<file path="src/rtl/spi_cmd_sequencer.sv">
`default_nettype none
// ============================================================================
// Module   : spi_cmd_sequencer
// Desc     : Command FIFO and launcher for spi_drv; returns masked rx_miso on a
//            valid/ready port. Optional transfer timeout: SPI_SEQ_TIMEOUT_EN.
// Revision : 1.0  initial release
// ============================================================================
module spi_cmd_sequencer #(
  parameter int SPI_MAXLEN  = 16,
  parameter int FIFO_DEPTH  = 4,
  parameter int TIMEOUT_CYC = 1024
) (
  input  logic                          clk,
  input  logic                          sresetn,
  input  logic                          cmd_valid,
  output logic                          cmd_ready,
  input  logic [$clog2(SPI_MAXLEN):0]   cmd_nclks,
  input  logic [SPI_MAXLEN-1:0]         cmd_data,
  output logic                          rsp_valid,
  input  logic                          rsp_ready,
  output logic [SPI_MAXLEN-1:0]         rsp_data,
  output logic                          rsp_err,
  output logic                          start_cmd,
  input  logic                          spi_drv_rdy,
  output logic [$clog2(SPI_MAXLEN):0]   n_clks,
  output logic [SPI_MAXLEN-1:0]         tx_data,
  input  logic [SPI_MAXLEN-1:0]         rx_miso,
  output logic [$clog2(FIFO_DEPTH):0]   fifo_level,
  output logic                          busy
);

  localparam int NW = $clog2(SPI_MAXLEN) + 1;
  localparam int AW = $clog2(FIFO_DEPTH);
  localparam int LW = AW + 1;

  typedef enum logic [2:0] {
    S_IDLE      = 3'd0,
    S_LAUNCH    = 3'd1,
    S_WAIT_ACK  = 3'd2,
    S_WAIT_DONE = 3'd3,
    S_RESP      = 3'd4
  } state_t;

  state_t r_state, w_next;

  logic [NW-1:0]         r_fifo_n [FIFO_DEPTH];
  logic [SPI_MAXLEN-1:0] r_fifo_d [FIFO_DEPTH];
  logic [AW-1:0]         r_wr_ptr, r_rd_ptr;
  logic [LW-1:0]         r_level;
  logic [NW-1:0]         r_n_clks, w_clamped;
  logic [SPI_MAXLEN-1:0] r_tx_data, r_rsp_data, w_mask;
  logic                  r_rsp_err;
  logic                  w_push, w_pop, w_head_zero;
  logic                  w_capture, w_tmo_exit, w_timeout;

  assign cmd_ready   = (r_level < LW'(FIFO_DEPTH));
  assign w_push      = cmd_valid & cmd_ready;
  assign w_pop       = (r_state == S_IDLE) && (r_level != '0);
  assign w_head_zero = (r_fifo_n[r_rd_ptr] == '0);
  assign w_clamped   = (cmd_nclks > NW'(SPI_MAXLEN)) ? NW'(SPI_MAXLEN) : cmd_nclks;

  always_ff @(posedge clk) begin
    if (!sresetn) begin
      r_wr_ptr <= '0;
      r_rd_ptr <= '0;
      r_level  <= '0;
    end else begin
      if (w_push) r_wr_ptr <= r_wr_ptr + 1'b1;
      if (w_pop)  r_rd_ptr <= r_rd_ptr + 1'b1;
      case ({w_push, w_pop})
        2'b10:   r_level <= r_level + 1'b1;
        2'b01:   r_level <= r_level - 1'b1;
        default: r_level <= r_level;
      endcase
    end
  end

  always_ff @(posedge clk) begin
    if (w_push) begin
      r_fifo_n[r_wr_ptr] <= w_clamped;
      r_fifo_d[r_wr_ptr] <= cmd_data;
    end
  end

`ifdef SPI_SEQ_TIMEOUT_EN
  localparam int TW = $clog2(TIMEOUT_CYC) + 1;
  logic [TW-1:0] r_tmo_cnt;

  // Counts cycles since WAIT_ACK entry; start_cmd marks that entry.
  always_ff @(posedge clk) begin
    if (!sresetn || start_cmd)
      r_tmo_cnt <= '0;
    else if (r_state == S_WAIT_ACK || r_state == S_WAIT_DONE)
      r_tmo_cnt <= r_tmo_cnt + 1'b1;
  end

  assign w_timeout = (r_state == S_WAIT_ACK || r_state == S_WAIT_DONE) &&
                     (r_tmo_cnt == TW'(TIMEOUT_CYC - 1));
`else
  // TIMEOUT_CYC has no effect without the timeout counter.
  assign w_timeout = 1'b0 & (TIMEOUT_CYC > 0);
`endif

  always_ff @(posedge clk) begin
    if (!sresetn) r_state <= S_IDLE;
    else          r_state <= w_next;
  end

  always_comb begin
    w_next     = r_state;
    start_cmd  = 1'b0;
    w_capture  = 1'b0;
    w_tmo_exit = 1'b0;
    case (r_state)
      S_IDLE:      if (w_pop) w_next = w_head_zero ? S_RESP : S_LAUNCH;
      S_LAUNCH:    if (spi_drv_rdy) begin
                     start_cmd = 1'b1;
                     w_next    = S_WAIT_ACK;
                   end
      S_WAIT_ACK:  if (!spi_drv_rdy) w_next = S_WAIT_DONE;
                   else if (w_timeout) begin
                     w_tmo_exit = 1'b1;
                     w_next     = S_RESP;
                   end
      S_WAIT_DONE: if (spi_drv_rdy) begin
                     w_capture = 1'b1;
                     w_next    = S_RESP;
                   end else if (w_timeout) begin
                     w_tmo_exit = 1'b1;
                     w_next     = S_RESP;
                   end
      S_RESP:      if (rsp_ready) w_next = S_IDLE;
      default:     w_next = S_IDLE;
    endcase
  end

  always_comb begin
    w_mask = '0;
    for (int i = 0; i < SPI_MAXLEN; i++) w_mask[i] = (i < int'(r_n_clks));
  end

  always_ff @(posedge clk) begin
    if (!sresetn) begin
      r_n_clks   <= '0;
      r_tx_data  <= '0;
      r_rsp_data <= '0;
      r_rsp_err  <= 1'b0;
    end else begin
      if (w_pop) begin
        r_n_clks  <= r_fifo_n[r_rd_ptr];
        r_tx_data <= r_fifo_d[r_rd_ptr];
      end
      if (w_pop && w_head_zero) begin
        r_rsp_data <= '0;
        r_rsp_err  <= 1'b0;
      end else if (w_capture) begin
        r_rsp_data <= rx_miso & w_mask;
        r_rsp_err  <= 1'b0;
      end else if (w_tmo_exit) begin
        r_rsp_data <= '0;
        r_rsp_err  <= 1'b1;
      end
    end
  end

  assign rsp_valid  = (r_state == S_RESP);
  assign rsp_data   = r_rsp_data;
  assign rsp_err    = r_rsp_err;
  assign n_clks     = r_n_clks;
  assign tx_data    = r_tx_data;
  assign fifo_level = r_level;
  assign busy       = (r_state != S_IDLE) || (r_level != '0);

endmodule
`default_nettype wire

</file>
<file path="config.mk">
export PLATFORM = sky130hd
export DESIGN_NAME = spi_cmd_sequencer
export DESIGN_NICKNAME = d
export VERILOG_FILES = /design/src/rtl/spi_cmd_sequencer.sv
export SDC_FILE = /design/constraint.sdc
export NUM_CORES = 1
export LEC_CHECK = 0
export ABC_AREA = 1
export BUFFER_PORTS_ARGS = -buffer_cell sky130_fd_sc_hd__clkbuf_2
export CAP_MARGIN = 20
export CORE_UTILIZATION = 59
export DETAILED_ROUTE_END_ITERATION = 6
export PLACE_DENSITY = 0.83
export SLEW_MARGIN = 20
export SYNTH_ARGS = -nofsm -noshare
export SYNTH_HDL_FRONTEND = slang
export SYNTH_SLANG_ARGS = --single-unit
</file>
<file path="constraint.sdc">
create_clock -name clk -period 3.2 [get_ports clk]
set_clock_uncertainty 0.1 [all_clocks]
set_input_delay 0.16 -clock clk [delete_from_list [all_inputs] [get_ports clk]]
set_output_delay 0.16 -clock clk [all_outputs]
set_load 0.1 [all_outputs]
</file>
==> results of run 1 <==
-- state kept, by name (all words and copies together), names as in the netlist, named ones only --
name / cells
r_rd_ptr: 2
n_clks: 5
r_state: 3
r_fifo_n: 20
rsp_data: 16
fifo_level: 3
tx_data: 16
r_wr_ptr: 2
r_fifo_d: 64
-- worst max-delay path, cell delays in order (launching register included) --
cell	delay, ps
dfxtp_2	370
clkinvlp_4	120
nand2_1	300
ha_1	210
inv_1	70
fa_1	380
a21oi_1	150
o21ai_0	110
o21ai_0	160
a21oi_1	60
-- routing by layer --
layer  track usage [%]  vias to the layer above  part of all wire, %
met5                 0                        -                    0
met4              14.1                        0                  2.4
met3              6.55                       28                  6.0
met2              45.7                      156                   52
met1              30.9                     1998                   40
li1                  -                     2021                    -
-- kinds of logic after synthesis --
logic type                 share of synthesized area [%]
and+or+nand+nor                                     15.9
DFF                                                 65.7
AOI/OAI and AO/OA                                   11.8
buffers and inverters                               5.02
adders and majority gates                           1.55
other                                             0.0703
-- through the flow --
stage,hold slack (ps),utilization [%],area (µm²)
after floorplan,159,-,5340
after global placement,273,66.8,5830
after detailed placement,282,66.8,5830
after CTS,33.6,77.7,6770
after global routing,115,77.7,6770
final,57.8,77.7,6770
-- where the power goes --
part	switching [W]	total [W]	internal (W)
clock	0.000830	0.00183	0.00100
sequential	0.000193	0.00233	0.00214
combinational	0.00197	0.00248	0.000505
total	0.00299	0.00664	0.00364
-- worst max path at each step --
stage                    end  slack [ps]  cells after the start           from
2_1_floorplan  fifo_level[2]         260                      9  fifo_level[2]
3_3_place_gp   fifo_level[2]        1200                      9  fifo_level[2]
3_5_place_dp   fifo_level[2]        1100                      9  fifo_level[2]
4_1_cts        fifo_level[2]        1070                      9  fifo_level[2]
5_1_grt        fifo_level[2]         900                      9  fifo_level[2]
6_report       fifo_level[2]        1060                      9  fifo_level[2]
-- final cells by class --
class	instances	share of cell area (%)
timing repair buffer	129	12.6
clock buffer	17	6.11
tap	108	1.99
inverter	35	1.99
clock inverter	15	2.23
multi-input combinational	325	23.4
sequential	133	51.7
-- cells in the final DEF, fill, tap and decap left out, types with 5 or more instances in the layout --
cell type	instances
nor2_1	94
clkbuf_2	85
edfxtp_1	84
o21ai_0	67
nand2_1	63
dfxtp_1	48
dlygate4sd3_1	38
inv_1	26
a21oi_1	22
nand3_1	18
a31oi_1	16
clkbuf_16	16
nor2_2	15
inv_2	8
inv_6	7
buf_4	6
o21ai_1	5
ha_1	5
inv_8	5
==> results.cfg, run 1 <==
[status]
status = completed

[worst_setup_path]
cp-end-kind = flop
r2r_start = fifo_level[2]
r2r_end = fifo_level[2]
cp-start-kind = flop
r2r_cells = 9
cp.arrival_ps = 2450
critPathRequiredTime_ps = 3510
reg2reg_slack_ps = 1060
worstPathMaxFanout = 9
critical_path_class = reg2reg

[routing]
wl_um = 12000
vias = 4203
wl_per_cell_um = 15.7
first_pass_iters = 4
vias_per_cell = 5.52
ant_nets = 0
route.detailed.drc = 0
drtIter0Drc = 288

[die]
die_y_um = 97.1
num_rows = 34
io_pins = 87
core_area_um2 = 8720
die_w_um = 97.1
start_util_pct = 61.1
die_area_um2 = 9420

[place]
placedCellCount = 692
post-place-ws_ps = 1100
dp_hpwl_um = 6660
gp_congestion = 0.802
port_buffers = 85

[clock_tree]
cts_inserted_buffers = 17
cts_max_path_buffers = 2
cts_setup_buffers = 0
htreeDepth = 4
clk_pin_slew_ps = 70
cts_resized = 0
clock_sinks = 133
cts_tree = yes
postCtsHoldBufs = 38
worstSkewPairLatency_ps = 530
root_buffer = clkbuf_8

[sta]
setup_slack_ps = 1060
hold_viol_final = 0
slew_violations = 0
setup_tns_ps = 0
setup_viol = 0
worst_pin_slew_ps = 841
period_needed_ps = 2140
fin_crit_sh_pct = 66.8
maxSlewHeadroom_pct = 43.9
clock.fmax_ghz = 0.468
rsz0062_at_grt = no

[final_layout]
final_nets = 689
fillers = 511
synthToLayoutAreaGrowth_pct = 27.0
seq_area_um2 = 3500
layout-drive-gt1-share_pct = 24.2
diodes = 0
stdcell_count = 762
multi_input_area_um2 = 1580

[hold_path]
hp-class = in2reg
holdPathStages = 6
worstHoldEndpoint = r_state[1]
hp-start = rsp_ready

[global_routing]
grt_pass1_wl_um = 19300
globalRouteTotalUtil_pct = 26.7
first_global_vias = 4100
grt_max_degree = 48
antenna_found_initial = 0
gr-total-overflow = 0

[logic_synthesis]
yosys-top-cells-area = edfxtp_1, dfxtp_1, nor2_1
yosysMostFrequentCell = nor2_1
synth-edff-count = 84
synth_cell_type_count = 32
ys_seq_area_share_pct = 65.7
synth_top_cell_area_share_pct = 47.3
syn_nets = 565
async_reset_ff_share_pct = 0
yosys_warnings = 0
synth_common_cells = nor2_1, edfxtp_1, o21ai_0
syn_area_um2 = 5330
syn_inst = 517
yosysTopAreaCell = edfxtp_1
synth_area_per_cell_um2 = 10.3
synthFlopType = edfxtp_1
synth_seq_cells = 133

[power]
total_power_w = 0.00664
total_leakage_power_nw = 2.70
powerDensity_nw_per_um2 = 980
ir_drop_mv = 0.749

[flow_run]
drv_cap = 0
No activity file was read; power rests on OpenSTA's default activity.
==> inputs of run 2 (changes only) <==
--- a/config.mk
+++ b/config.mk
@@ -8,9 +8,9 @@
 export ABC_AREA = 1
 export BUFFER_PORTS_ARGS = -buffer_cell sky130_fd_sc_hd__clkbuf_2
 export CAP_MARGIN = 20
-export CORE_UTILIZATION = 59
+export CORE_UTILIZATION = 56
 export DETAILED_ROUTE_END_ITERATION = 6
-export PLACE_DENSITY = 0.83
+export PLACE_DENSITY = 0.79
 export SLEW_MARGIN = 20
 export SYNTH_ARGS = -nofsm -noshare
 export SYNTH_HDL_FRONTEND = slang
==> constraint.sdc (replaced) <==
create_clock -name clk -period 2.1 [get_ports clk]
set_clock_uncertainty 0.1 [all_clocks]
set_input_delay 0.105 -clock clk [delete_from_list [all_inputs] [get_ports clk]]
set_output_delay 0.105 -clock clk [all_outputs]
set_load 0.1 [all_outputs]
==> run 2 against run 1 <==
Critical path depth down 4. First-iteration DRC count shrank 22%. Cell count increased by 3.3%. Die area up 5.2%. Combinational power grew 54%. Non-clock buffer count rose by 4. Flip-flop and latch count stayed put. Sequential share of layout area fell by 0.56 points. Power is 52% higher. Clock-buffer cell count did not move. Worst hold slack lost 26 ps. Global-route usage decreased by 2.0 points. Critical endpoint is now busy.
==> results.cfg, run 2 (synthesized netlist as in run 1, its figures left out) <==
[place]
dp_hpwl_um = 6810
gp_congestion = 0.874
port_buffers = 85

[clock_tree]
cts_setup_buffers = 0
htreeDepth = 4
root_buffer = clkbuf_8
clk_pin_slew_ps = 60
cts_max_path_buffers = 2
worstSkewPairLatency_ps = 520
cts_tree = yes
clock_sinks = 133
cts_inserted_buffers = 17

[final_layout]
layout_common_cells = nor2_1, clkbuf_2, edfxtp_1, o21ai_0, nand2_1
largest_register_ffs = 64
largest_registers = r_fifo_d: 64 flops, r_fifo_n: 20 flops
top_register = r_fifo_d
diodes = 0
fillers = 598
seq_area_um2 = 3510
final_nets = 693
synthToLayoutAreaGrowth_pct = 28.6
layout-drive-gt1-share_pct = 25.5
final_common_cell = nor2_1
multi_input_area_um2 = 1610

[worst_setup_path]
path_cells = inv_2 > nand2_2 > nor2_1 > nand2_2 > buf_2
crit_path_frequent_cell = nand2_2
path_buf_inv = 2
cpPeakStageDelay_ps = 440
worstPathMaxFanout = 5
cp_slowest_cell = dfxtp_1
critPathRequiredTime_ps = 1890
critical_path_class = reg2out
path_delay_family = buffers and inverters
cp-end-kind = output port
cp.arrival_ps = 1760
cp-start-kind = flop

[sta]
worst_pin_slew_ps = 833
maxSlewHeadroom_pct = 44.4
period_needed_ps = 1970
rsz0062_at_grt = no
hold_viol_final = 0
setup_viol = 0
slew_violations = 0
fin_crit_sh_pct = 93.6
setup_tns_ps = 0
clock.fmax_ghz = 0.509

[global_routing]
globalRouteTotalUtil_pct = 24.7
gr-total-overflow = 0
antenna_found_initial = 0
grt_pass1_wl_um = 18200
first_global_vias = 3955
grt_max_degree = 48

[routing]
ant_nets = 0
route.detailed.drc = 0
wl_um = 11500
vias_per_cell = 5.20
first_pass_iters = 6
drtIter0Drc = 226
wl_per_cell_um = 14.6
vias = 4093

[die]
die_y_um = 99.6
core_area_um2 = 9240
die_area_um2 = 9920
start_util_pct = 57.7
die_w_um = 99.6
io_pins = 87
num_rows = 35

[status]
status = completed

[flow_run]
drv_cap = 0

[power]
total_power_w = 0.0101
powerDensity_nw_per_um2 = 1470
ir_drop_mv = 1.15
total_leakage_power_nw = 2.70

[hold_path]
hp-class = in2reg
run 2: cell count changes in the layout (fill, tap and decap cells not counted), moves of 2 or more:
cell	before	now
inv_6	7	4
clkinvlp_4	1	5
o21ai_0	67	65
dfxtp_1	48	46
o21ai_1	5	7
nand2_1	63	61
buf_4	6	9
run 2: worst register-to-register path: stages, from the launching register on:
cell and delay, ps:
dfxtp_4 360, nor3_1 50, buf_4 140, nor3_4 220, ha_4 170, inv_2 40, fa_2 340, a21oi_1 120
o21ai_1 90, o21ai_1 120, a21oi_1 60
run 2: path summary, 6_finish.rpt:
check,endpoint,slack (ps),cells past startpoint,from
setup / recovery,busy,130,5,r_state[0]
hold / removal,r_state[1],30,7,rsp_ready
setup reg to reg,fifo_level[2],180,10,fifo_level[2]
hold reg to reg,rsp_data[12],410,2,rsp_data[12]
run 2: power breakdown:
| group | switching, W | total [W] | internal, W |
|---|---|---|---|
| clock network | 0.00121 | 0.00271 | 0.00150 |
| registers | 0.000274 | 0.00354 | 0.00326 |
| logic | 0.00300 | 0.00383 | 0.000834 |
| total | 0.00448 | 0.0101 | 0.00560 |
run 2: final cells by class:
class                      count  share of cell area [%]
timing repair buffer         133                    12.9
multi-input combinational    325                    23.5
clock buffer                  17                    6.04
clock inverter                15                    2.04
tap                          129                    2.35
inverter                      35                    1.97
sequential                   133                    51.2
run 2: metrics by stage:
stage	setup WS (ps)	std cells	area (µm²)	hold WS, ps	utilization, %
final	134	787	6860	31.4	74.2
after global routing	6.70	787	6860	73.3	74.2
after CTS	79.7	787	6860	24.1	74.2
after detailed placement	174	716	5910	223	64.0
after global placement	240	716	5910	215	64.0
after floorplan	-372	517	5380	104	-
run 2: metal layers:
layer | global-route usage (%) | share of wire, %
met1 | 28.1 | 40
met2 | 43.4 | 52
met3 | 5.97 | 5.8
met4 | 12.6 | 1.8
met5 | 0 | 0
run 2: timing repair:
| item | 4_1_cts | 5_1_grt |
|---|---|---|
| hold endpoints to repair | 104 | 0 |
| hold buffers | 39 | 0 |
| setup endpoints to repair | 0 | 4 |
| gates resized for setup | 0 | 1 |
